## src/rtl/sonar_scheduler.sv

```systemverilog
// Round-robin sonar slot scheduler: fires one sonar FSM at a time, captures its distance, flags fresh/timeout.
// Optional ring-down gap between slots is enabled by defining SONAR_SCHED_GUARD_EN.
module sonar_scheduler #(
  parameter int N_SONAR      = 5,
  parameter int DIST_W       = 20,
  parameter int RST_CYCLES   = 2,
  parameter int SLOT_CYCLES  = 3_050_000,
  parameter int GUARD_CYCLES = 50_000
) (
  input  logic                      clk,
  input  logic                      reset_n,
  input  logic                      enable_i,
  input  logic [N_SONAR-1:0]        mask_i,
  input  logic [N_SONAR-1:0]        done_i,
  input  logic [N_SONAR*DIST_W-1:0] dist_i,
  input  logic [N_SONAR-1:0]        rd_clr_i,
  output logic [N_SONAR-1:0]        start_o,
  output logic [N_SONAR-1:0]        fsm_rst_o,
  output logic [N_SONAR*DIST_W-1:0] dist_o,
  output logic [N_SONAR-1:0]        fresh_o,
  output logic [N_SONAR-1:0]        timeout_o,
  output logic [2:0]                active_o,
  output logic                      busy_o,
  output logic [7:0]                round_o,
  output logic [2:0]                state_o
);

  localparam int IDX_W  = 3;
  localparam int SLOT_W = (SLOT_CYCLES > 1) ? $clog2(SLOT_CYCLES) : 1;
  localparam int RCNT_W = (RST_CYCLES > 1) ? $clog2(RST_CYCLES) : 1;
`ifdef SONAR_SCHED_GUARD_EN
  localparam int GCNT_W = (GUARD_CYCLES > 1) ? $clog2(GUARD_CYCLES) : 1;
`endif

  typedef enum logic [2:0] {
    S_IDLE  = 3'd0,
    S_RST   = 3'd1,
    S_START = 3'd2,
    S_WAIT  = 3'd3,
    S_NEXT  = 3'd4,
    S_GUARD = 3'd5
  } state_t;

  state_t                    state_q;
  logic [IDX_W-1:0]          idx_q;
  logic [IDX_W-1:0]          ptr_q;
  logic [RCNT_W-1:0]         rst_cnt_q;
  logic [SLOT_W-1:0]         slot_cnt_q;
  logic [7:0]                round_q;
  logic [N_SONAR-1:0]        start_q;
  logic [N_SONAR-1:0]        fsm_rst_q;
  logic [N_SONAR*DIST_W-1:0] dist_q;
  logic [N_SONAR-1:0]        fresh_q;
  logic [N_SONAR-1:0]        timeout_q;
  logic                      busy_q;
`ifdef SONAR_SCHED_GUARD_EN
  logic [GCNT_W-1:0]         guard_cnt_q;
`endif

  // First enabled channel at or after p, searching cyclically.
  function automatic logic [IDX_W-1:0] pick(input logic [N_SONAR-1:0] m,
                                            input logic [IDX_W-1:0]   p);
    logic [IDX_W-1:0] r;
    logic [IDX_W-1:0] j;
    logic             hit;
    r   = p;
    hit = 1'b0;
    for (int k = 0; k < N_SONAR; k++) begin
      j = IDX_W'((int'(p) + k) % N_SONAR);
      if (!hit && m[j]) begin
        r   = j;
        hit = 1'b1;
      end
    end
    return r;
  endfunction

  logic [IDX_W-1:0] next_ptr_d;
  logic [IDX_W-1:0] sel_ptr_d;
  logic [IDX_W-1:0] sel_next_d;
  logic             go_d;
  logic             last_en_d;

  always_comb begin
    next_ptr_d = (idx_q == IDX_W'(N_SONAR - 1)) ? '0 : idx_q + 1'b1;
    go_d       = enable_i && (|mask_i);
    sel_ptr_d  = pick(mask_i, ptr_q);
    sel_next_d = pick(mask_i, next_ptr_d);
    // A round completes when no enabled channel sits above the one just served.
    last_en_d  = 1'b1;
    for (int k = 0; k < N_SONAR; k++) begin
      if (k > int'(idx_q) && mask_i[k]) last_en_d = 1'b0;
    end
  end

  // Sonar protocol: start_o[i] is a one-cycle pulse while fsm_rst_o[i] is low; done_i[i]
  // is a level sampled only on the active channel in WAIT, so stale or foreign done is ignored.
  always_ff @(posedge clk or negedge reset_n) begin
    if (!reset_n) begin
      state_q    <= S_IDLE;
      idx_q      <= '0;
      ptr_q      <= '0;
      rst_cnt_q  <= '0;
      slot_cnt_q <= '0;
      round_q    <= '0;
      start_q    <= '0;
      fsm_rst_q  <= '1;
      dist_q     <= '0;
      fresh_q    <= '0;
      timeout_q  <= '0;
      busy_q     <= 1'b0;
`ifdef SONAR_SCHED_GUARD_EN
      guard_cnt_q <= '0;
`endif
    end else begin
      start_q   <= '0;
      fresh_q   <= fresh_q & ~rd_clr_i;
      timeout_q <= timeout_q & ~rd_clr_i;
      case (state_q)
        S_IDLE: begin
          if (go_d) begin
            idx_q     <= sel_ptr_d;
            rst_cnt_q <= '0;
            busy_q    <= 1'b1;
            state_q   <= S_RST;
          end
        end
        S_RST: begin
          if (rst_cnt_q == RCNT_W'(RST_CYCLES - 1)) begin
            start_q[idx_q]   <= 1'b1;
            fsm_rst_q[idx_q] <= 1'b0;
            state_q          <= S_START;
          end else begin
            rst_cnt_q <= rst_cnt_q + 1'b1;
          end
        end
        S_START: begin
          slot_cnt_q <= '0;
          state_q    <= S_WAIT;
        end
        S_WAIT: begin
          if (done_i[idx_q]) begin
            dist_q[idx_q*DIST_W +: DIST_W] <= dist_i[idx_q*DIST_W +: DIST_W];
            fresh_q[idx_q]   <= 1'b1;
            timeout_q[idx_q] <= 1'b0;
            fsm_rst_q        <= '1;
            state_q          <= S_NEXT;
          end else if (slot_cnt_q == SLOT_W'(SLOT_CYCLES - 1)) begin
            dist_q[idx_q*DIST_W +: DIST_W] <= '1;
            fresh_q[idx_q]   <= 1'b1;
            timeout_q[idx_q] <= 1'b1;
            fsm_rst_q        <= '1;
            state_q          <= S_NEXT;
          end else begin
            slot_cnt_q <= slot_cnt_q + 1'b1;
          end
        end
        S_NEXT: begin
          ptr_q <= next_ptr_d;
          if (last_en_d) round_q <= round_q + 8'd1;
`ifdef SONAR_SCHED_GUARD_EN
          guard_cnt_q <= '0;
          state_q     <= S_GUARD;
`else
          if (go_d) begin
            idx_q     <= sel_next_d;
            rst_cnt_q <= '0;
            state_q   <= S_RST;
          end else begin
            busy_q  <= 1'b0;
            state_q <= S_IDLE;
          end
`endif
        end
`ifdef SONAR_SCHED_GUARD_EN
        S_GUARD: begin
          // ptr_q already points past the finished channel here.
          if (guard_cnt_q == GCNT_W'(GUARD_CYCLES - 1)) begin
            if (go_d) begin
              idx_q     <= sel_ptr_d;
              rst_cnt_q <= '0;
              state_q   <= S_RST;
            end else begin
              busy_q  <= 1'b0;
              state_q <= S_IDLE;
            end
          end else begin
            guard_cnt_q <= guard_cnt_q + 1'b1;
          end
        end
`endif
        default: begin
          busy_q  <= 1'b0;
          state_q <= S_IDLE;
        end
      endcase
    end
  end

  assign start_o   = start_q;
  assign fsm_rst_o = fsm_rst_q;
  assign dist_o    = dist_q;
  assign fresh_o   = fresh_q;
  assign timeout_o = timeout_q;
  assign active_o  = idx_q;
  assign busy_o    = busy_q;
  assign round_o   = round_q;
  assign state_o   = state_q;

endmodule
```

## config.mk

```make
export PLATFORM = sky130hd
export DESIGN_NAME = sonar_scheduler
export DESIGN_NICKNAME = d
export VERILOG_FILES = /design/src/rtl/sonar_scheduler.sv
export SDC_FILE = /design/constraint.sdc
export NUM_CORES = 1
export LEC_CHECK = 0
export BUFFER_PORTS_ARGS = -buffer_cell sky130_fd_sc_hd__clkbuf_2
export CAP_MARGIN = 20
export CORE_AREA = 2 2 155 157
export DETAILED_ROUTE_END_ITERATION = 7
export DIE_AREA = 0 0 157 159
export PLACE_DENSITY = 0.87
export SYNTH_ARGS = -nofsm -noshare
export SYNTH_HDL_FRONTEND = slang
export SYNTH_SLANG_ARGS = --single-unit
```

## constraint.sdc

```tcl
create_clock -name clk -period 9.5 [get_ports clk]
set_input_delay 0 -clock clk [delete_from_list [all_inputs] [get_ports clk]]
set_output_delay 0 -clock clk [all_outputs]
set_load 0.03 [all_outputs]
```

==> metrics.cfg <==
[grt]
antenna_found_initial = 0
met3_usage_pct = 8.383
grt_pass1_wl_mm = 68.94
grt_max_degree = 83
grt_pass1_vias = 12858
grt_use_met2_pct = 53.77
grt_util_met1_pct = 46.06
grt_util_all_layers_pct = 34.91
busiest_layer = met2
globalRoute.totalOverflow = 0

[timing]
max_freq_mhz = 165.5
rsz0062_at_grt = no
setup_viol = 0
whs_ns = 0.1666
worstMarginPinSlew_ns = 1.056
hold_viol = 0
fin_tns_setup_ns = 0
relSlewSlack_pct = 29.61
finClkSkew_ns = 0.01277
fin_crit_ns = 6.044
fin_crit_sh_pct = 63.62
maxSlewViolCount = 0

[place]
placed_area_um2 = 14120
gp_congestion = 1.036
hpwl_mm = 32.19
post-place-cells = 2066
io_buffers = 252

[final_layout]
drive_gt1_share_pct = 21.07
area_delta_synth_final_pct = 17.65
antenna_cells = 0
layout.nets = 1944
design_area_um2 = 14870
stdcell_count = 2108

[setup_path]
cp-start-kind = flop
critPathMaxFanout = 49
path_class = reg2reg
arrival_ns = 6.36
r2r_cells = 19
cp.required_ns = 9.81
crit_path_end_kind = flop
reg2reg_from = active_o[1]$_DFFE_PN0P_
crit_start = active_o[1]$_DFFE_PN0P_

[floorplanning]
fp.dieW_um = 157
die_area_um2 = 24960
core_um2 = 23190
io_pins = 253
initial_utilization_pct = 54.51
rows = 56
die_y_um = 159

[detailed_routing]
wl_per_cell_um = 21.13
routed_wirelength_mm = 44.54
vias = 13559
drc = 0
vias_per_cell = 6.432
ant_nets = 0
dr.first_iter.drc_count = 1661
first_pass_iters = 8

[yosys]
synth-seq-cells = 161
yosysSeqAreaShare_pct = 31.92
synth_area_per_cell_um2 = 8.104
ys_types = 94
syn-num-nets = 1728
synth-main-ff-cell = dfrtp_1
ys_warn_count = 0
synth.area.top_cells = dfrtp_1, a21oi_1, nor2_1, ha_1, mux2i_1
netlist_area_um2 = 12640
synth_top_area_cell = dfrtp_1
synth-edff-count = 0
syn-instance-count = 1560
synth_top_area_share_pct = 30.88
async_reset_ff_share_pct = 100.0

[clock_tree]
path_clk_slew_ns = 0.08
cts_sinks = 161
cts-root-buf = clkbuf_16
cts_setup_buffers = 0
clk_latency_ns = 0.45
ctsHoldBuffers = 7
htree_num_levels = 4
clockBufferDepth = 2
cts-resized-gates = 0
cts_tree = yes
cts_made_buffers = 17

[hold_path]
min_path_type = in2async

[run_status]
outcome = finished, final reports clean

[run]
drv_cap = 0

-- Yosys cell counts (5+ instances only) --
cell and instances:
a22oi_1 11, xnor2_1 24, dfstp_2 5, nor3b_1 6, and3_1 15, a21oi_1 142
nand3b_1 7, a211oi_1 12, o21a_1 35, nor2_1 181, a22o_1 5, buf_1 12
a21boi_0 6, o21ai_0 98, nand3_1 53, nor2b_1 12, nor4_1 11, o2111ai_1 5
o31ai_1 10, buf_2 11, clkbuf_1 57, a31oi_1 14, inv_1 49, o22a_1 11
and2_1 14, o211ai_1 39, ha_1 49, xor2_1 18, or4_1 5, nand2b_1 17
dfrtp_1 156, o2bb2ai_1 9, mux2_2 25, nor3_1 46, nand4_1 12, mux2i_1 60
or2_2 7, a221oi_1 18, a21o_1 7, nand2_1 155, o22ai_1 28, or3_1 12
-- layer usage --
layer / share of wire [%] / up-vias
li1: - / 6165
met1: 39 / 6351
met2: 45 / 886
met3: 11 / 157
met4: 4.6 / 0
met5: 0 / -
-- path summary, 6_finish.rpt --
path,endpoint,slack (ns)
setup / recovery,active_o[0]$_DFFE_PN0P_,3.46
setup reg to reg,active_o[0]$_DFFE_PN0P_,3.46
hold reg to reg,fsm_rst_o[1]$_DFFE_PN1P_,0.48
hold / removal,timeout_o[1]$_DFF_PN0_,0.17
min in group clk,fresh_o[0]$_DFF_PN0_,0.30
max in group asynchronous,dist_o[57]$_DFFE_PN0P_,8.15
-- cells in the final DEF, fill, tap and decap left out, drive strengths merged, types with 17 or more instances in the layout --
cell type / n
a21oi: 142
a221oi: 18
buf: 21
clkbuf: 268
dfrtp: 156
ha: 49
inv: 60
mux2: 26
mux2i: 60
nand2: 155
nand2b: 17
nand3: 53
nor2: 182
nor3: 46
o211ai: 39
o21a: 35
o21ai: 102
o22ai: 28
xnor2: 24
xor2: 19
-- critical path: stages, from the launching register on --
cell and delay (ns):
dfrtp_2 0.40, buf_4 0.30, inv_1 0.48, ha_1 0.67, nand2_1 0.29, nand2_1 0.36, inv_1 0.14, ha_1 0.28
nand2_1 0.26, inv_1 0.09, ha_1 0.29, nand2b_1 0.14, a21oi_1 0.24, o22ai_1 0.14, mux2i_1 0.30, mux2i_1 0.57
nand4_1 0.37, or2_0 0.30, o211ai_1 0.11, o31ai_1 0.12
-- flip-flops by register name, summed over array words and instances, names as in the netlist --
name,count
state_o,3
fsm_rst_o,5
active_o,3
timeout_o,5
slot_cnt_q,22
busy_o,1
start_o,5
dist_o,100
fresh_o,5
ptr_q,3
round_o,8
rst_cnt_q,1
-- through the flow --
stage / worst slack, ns / util, %
2_1_floorplan: 4.445 / -
3_3_place_gp: 3.998 / 60.89
3_5_place_dp: 3.739 / 60.89
4_1_cts: 3.680 / 63.91
5_1_grt: 3.136 / 64.13
6_report: 3.456 / 64.13
-- kinds of logic after synthesis --
logic type,after synthesis,synth area share (%)
and+or+nand+nor,583,22.15
AOI/OAI and AO/OA,499,25.84
DFF,161,31.92
buffers and inverters,134,4.177
muxes,90,7.779
adders and majority gates,50,5.008
xor gates and xnor gates,43,3.127
-- layout make-up --
class	count	area, um^2
Fill cell	1995	8319
Inverter	52	195.2
Clock buffer	17	425.4
Multi-Input combinational cell	1265	8094
Sequential cell	161	4039
Timing Repair Buffer	279	1515
Clock inverter	15	205.2
Tap cell	319	399.1
Power is not shown: default switching activity piles up to over one toggle a cycle in this logic, so the estimate is an artifact.
